--- config.mk ---
export PLATFORM = sky130hd
export DESIGN_NAME = stream_upsizer
export DESIGN_NICKNAME = d
export VERILOG_FILES = /design/src/rtl/stream_upsizer.sv
export SDC_FILE = /design/constraint.sdc
export NUM_CORES = 1
export LEC_CHECK = 0
export BUFFER_PORTS_ARGS = -buffer_cell sky130_fd_sc_hd__buf_2
export CORE_ASPECT_RATIO = 2
export CORE_MARGIN = 5
export CORE_UTILIZATION = 40
export CTS_CLUSTER_DIAMETER = 100
export CTS_CLUSTER_SIZE = 24
export DETAILED_ROUTE_END_ITERATION = 6
export GPL_ROUTABILITY_DRIVEN = 0
export HOLD_SLACK_MARGIN = 0.06
export SKIP_CTS_REPAIR_TIMING = 1
export SLEW_MARGIN = 20
export SYNTH_ARGS = -nofsm -noshare
export SYNTH_HDL_FRONTEND = slang
export SYNTH_SLANG_ARGS = --single-unit
export TNS_END_PERCENT = 5
--- constraint.sdc ---
create_clock -name clk -period 2.8 [get_ports clk]
set_clock_uncertainty 0.05 [all_clocks]
set_input_delay 0.42 -clock clk [delete_from_list [all_inputs] [get_ports clk]]
set_output_delay 0.42 -clock clk [all_outputs]
set_load 0.005 [all_outputs]
--- src/rtl/stream_upsizer.sv ---
// rtl/stream_upsizer.sv - packs RATIO narrow beats into one wide word with lane-valid mask
module stream_upsizer #(
    parameter int DATA_WIDTH = 32,
    parameter int RATIO      = 4,
    parameter int IDX_W      = $clog2(RATIO)
) (
    input  logic                        clk,
    input  logic                        reset,
    input  logic                        in_valid,
    output logic                        in_ready,
    input  logic [DATA_WIDTH-1:0]       in_data,
    input  logic                        in_last,
    output logic                        out_valid,
    input  logic                        out_ready,
    output logic [DATA_WIDTH*RATIO-1:0] out_data,
    output logic [RATIO-1:0]            out_keep,
    output logic                        out_last
);

    localparam int OUT_W = DATA_WIDTH * RATIO;

    generate
        if (RATIO < 2) begin : g_bad_ratio
            $error("stream_upsizer: RATIO must be 2 or more");
        end
    endgenerate

    logic [OUT_W-1:0] acc;
    logic [IDX_W-1:0] idx;
    logic             in_fire;
    logic             out_fire;
    logic             idx_full;
    logic             completing;
    logic [OUT_W-1:0] next_data;
    logic [RATIO-1:0] next_keep;

    assign in_ready   = ~out_valid | out_ready;
    assign in_fire    = in_valid & in_ready;
    assign out_fire   = out_valid & out_ready;
    assign idx_full   = (idx == IDX_W'(RATIO - 1));
    assign completing = in_fire & (idx_full | in_last);

    // Lanes above idx are forced to zero so a short group never leaks stale data.
    always_comb begin
        next_data = '0;
        next_keep = '0;
        for (int k = 0; k < RATIO; k++) begin
            if (IDX_W'(k) < idx) begin
                next_data[k*DATA_WIDTH +: DATA_WIDTH] = acc[k*DATA_WIDTH +: DATA_WIDTH];
                next_keep[k] = 1'b1;
            end else if (IDX_W'(k) == idx) begin
                next_data[k*DATA_WIDTH +: DATA_WIDTH] = in_data;
                next_keep[k] = 1'b1;
            end
        end
    end

    always_ff @(posedge clk) begin
        if (reset) begin
            acc       <= '0;
            idx       <= '0;
            out_valid <= 1'b0;
            out_data  <= '0;
            out_keep  <= '0;
            out_last  <= 1'b0;
        end else begin
            if (completing) begin
                out_data  <= next_data;
                out_keep  <= next_keep;
                out_last  <= in_last;
                out_valid <= 1'b1;
                acc       <= '0;
                idx       <= '0;
            end else begin
                if (in_fire) begin
                    acc[int'(idx)*DATA_WIDTH +: DATA_WIDTH] <= in_data;
                    idx <= idx + IDX_W'(1);
                end
                if (out_fire) begin
                    out_valid <= 1'b0;
                end
            end
        end
    end

endmodule

==> run summary <==
Final setup viols: 0
iteration count of the initial detailed-routing pass: 5
WL per Instance: 23.7 um
FP Rows: 81
largest cells by area after synthesis: dfxtp_1 (47%), a211oi_1 (7.4%), a31oi_1 (6.2%)
Reg area: 0.00464 mm2
critical path's slowest cell: nor4_4
CP endpoint kind: flip-flop
Clock Root Buffer: clkbuf_16
Synth Cell Area: 0.00988 mm2
fin crit share: 88.6%
die height: 232 um
antenna violations before repair: 0
Yosys top cell by area: dfxtp_1
HP Class: primary input to flip-flop
post-route ant nets: 0
Largest stage delay, worst path: 0.90 ns
reg-to-reg startpoint: idx[0]$_SDFFE_PP0P_
1st-iter DRT viols: 784
FF+latch count, synth: 232
maxcap violations: 0
Hold Path Sink: out_last$_SDFFE_PP0P_
Seq/Total Area, Yosys: 47.0%
total leakage power: 4.26 nW
critical path required time: 3.17 ns
critical path peak fanout: 20
GRT Util Overall: 23.1%
post-synthesis instance total: 994
min Tclk post-route: 2.48 ns
Worst-path clk slew: 0.10 ns
Overflow after GRT: 0
die area: 0.0281 mm2
ys flop type: dfxtp_1
first-pass GRT wire length: 51400 um
Starting Density: 40.4%
DP HPWL: 21500 um
Finished Layout Cells: 1411
Tightest Pin Transition: 1.08 ns
setup TNS: 0 ns
hold slack: 0.180 ns
total routed wirelength: 33400 um
RR Endpoint: out_data[117]$_SDFFE_PP0P_
worst-case clock buffer depth: 3
post-synthesis average cell area: 9.94 um2
post-synthesis mux area share: 3.24%
outcome: finished clean
Yosys warning count: 0
dpl cells: 1397
post-synthesis compound-gate area fraction: 32.7%
simple-gate share of the synthesized area: 8.42%
CTS tree: yes
WP data arrival: 2.85 ns
area of the multi-input gates: 0.00449 mm2
Slew headroom: 27.7%
hold depth: 3
Port Buf Inserts: 171
hold_sp: in_last
worst reg2reg path depth: 5
Total Nets Final: 1123
Die W: 121 um
clock latency at the later pin of the worst-skew pair: 0.48 ns
Post-Synth XOR/XNOR Area: 0%
Max Fclk: 0.403 GHz
Post-synth EDFFs: 0
count of pins over their slew limit: 0
Num CTS Buffers: 13
top-count cell post-synth: dfxtp_1
fraction of layout cells with a size suffix above 1: 25.5%
drt drc: 0
total number of vias: 8688
fill cell count: 2351
syn_nets: 1037
Cell Pwr Density: 572 mW/mm2
crit-path cells: ha_1 > inv_1 > nor4_4 > buf_4 > a22o_1
Layout area overhead: 12.4%
Crit Path Category: flip-flop to flip-flop
R2R Setup Slk: 0.32 ns
H-tree depth: 1
final core occ: 45.5%
largest family of logic cells by synthesized area: compound AO/OA/AOI/OAI gates
Synth top area share: 47.0%
Hold Vio Cnt, Final: 0
Netlist cell types: 40
Commonest cells post-synth: dfxtp_1 (232), a211oi_1 (98), a31oi_1 (98)
RSZ-0062 raised after global routing: false
Max VDD drop: 0.000421 V
largest net degree at the start of global routing: 67
Post-synth ARST share: 0%
vias in the first global route: 8503
count of boundary I/O pins: 172
CP Launch Type: flip-flop
adder-cell share of the synthesized area: 0.760%
CTS sink cnt: 232
core area: 0.0244 mm2
vias per cell: 6.16
n_diodes: 0
## critical path, delay by kind of cell, from the launching register on
family | cells | cell delay, ns
AO/OA/AOI/OAI | 1 | 0.19
adder cells (fa/ha/maj) | 1 | 0.27
buffers and inverters | 2 | 0.52
flip-flops | 1 | 0.49
AND/OR/NAND/NOR | 1 | 0.90
## where the power goes
| part | switching (mW) | leakage [nW] | internal, mW |
|---|---|---|---|
| sequential | 0.0758 | 1.89 | 3.42 |
| clock | 1.10 | 0.165 | 0.847 |
| combinational | 0.599 | 2.20 | 0.311 |
| total | 1.77 | 4.26 | 4.58 |
## per-layer routing
metal  global-route usage [%]  part of all wire [%]
met3                     1.76                   3.8
met5                        0                     0
met1                     27.6                    39
met4                     11.5                   5.0
met2                     41.2                    53
## cell usage in the layout (no fill, tap or decap), types with 5 or more instances in the layout
cell type and count:
and3b_1 33, a22o_1 32, a22oi_1 32, a211oi_1 98
a31oi_1 98, buf_4 35, buf_2 169, clkbuf_16 13
a21oi_1 61, a21oi_2 40, inv_1 5, ha_1 5
a32o_1 32, o21ai_0 66, nand4_1 64, dfxtp_1 232
mux2i_1 32
## cell families after synthesis
family | count (synthesis)
compound gates | 464
flops | 232
buf+inv | 143
simple gates | 117
mux | 32
fa+ha+maj | 6
## metrics by stage
| stage | total power [mW] | setup slack (ns) | cell area [um2] |
|---|---|---|---|
| finish | 6.35 | 0.320 | 11100 |
| global route | 6.60 | 0.132 | 11100 |
| CTS | 6.43 | 0.217 | 11100 |
| detailed placement | 4.49 | 0.0998 | 10800 |
| global placement | 4.48 | 0.137 | 10800 |
| floorplan | 4.11 | 0.509 | 9880 |
## how the worst max path moves through the flow
stage / start / endpoint / cells after the start
2_1_floorplan: idx[1]$_SDFFE_PP0P_ / acc[66]$_SDFFE_PP0P_ / 9
3_3_place_gp: in_valid / acc[35]$_SDFFE_PP0P_ / 5
3_5_place_dp: in_valid / acc[37]$_SDFFE_PP0P_ / 5
4_1_cts: idx[0]$_SDFFE_PP0P_ / out_data[100]$_SDFFE_PP0P_ / 5
5_1_grt: idx[0]$_SDFFE_PP0P_ / out_data[111]$_SDFFE_PP0P_ / 5
6_report: idx[0]$_SDFFE_PP0P_ / out_data[117]$_SDFFE_PP0P_ / 5
## layout make-up
cell class                 instances  share of cell area [%]
sequential                       232                    41.8
multi-input combinational        619                    40.5
clock inverter                     1                  0.0789
tap                              332                    3.74
timing repair buffer             208                    10.7
clock buffer                      13                    2.93
inverter                           6                   0.270
## state kept, by name, summed over array words and instances (netlist names)
| register | cells |
|---|---|
| out_data | 128 |
| acc | 96 |
| out_keep | 4 |
| idx | 2 |
| out_last | 1 |
| out_valid | 1 |
(Power assumes the default switching activity.)
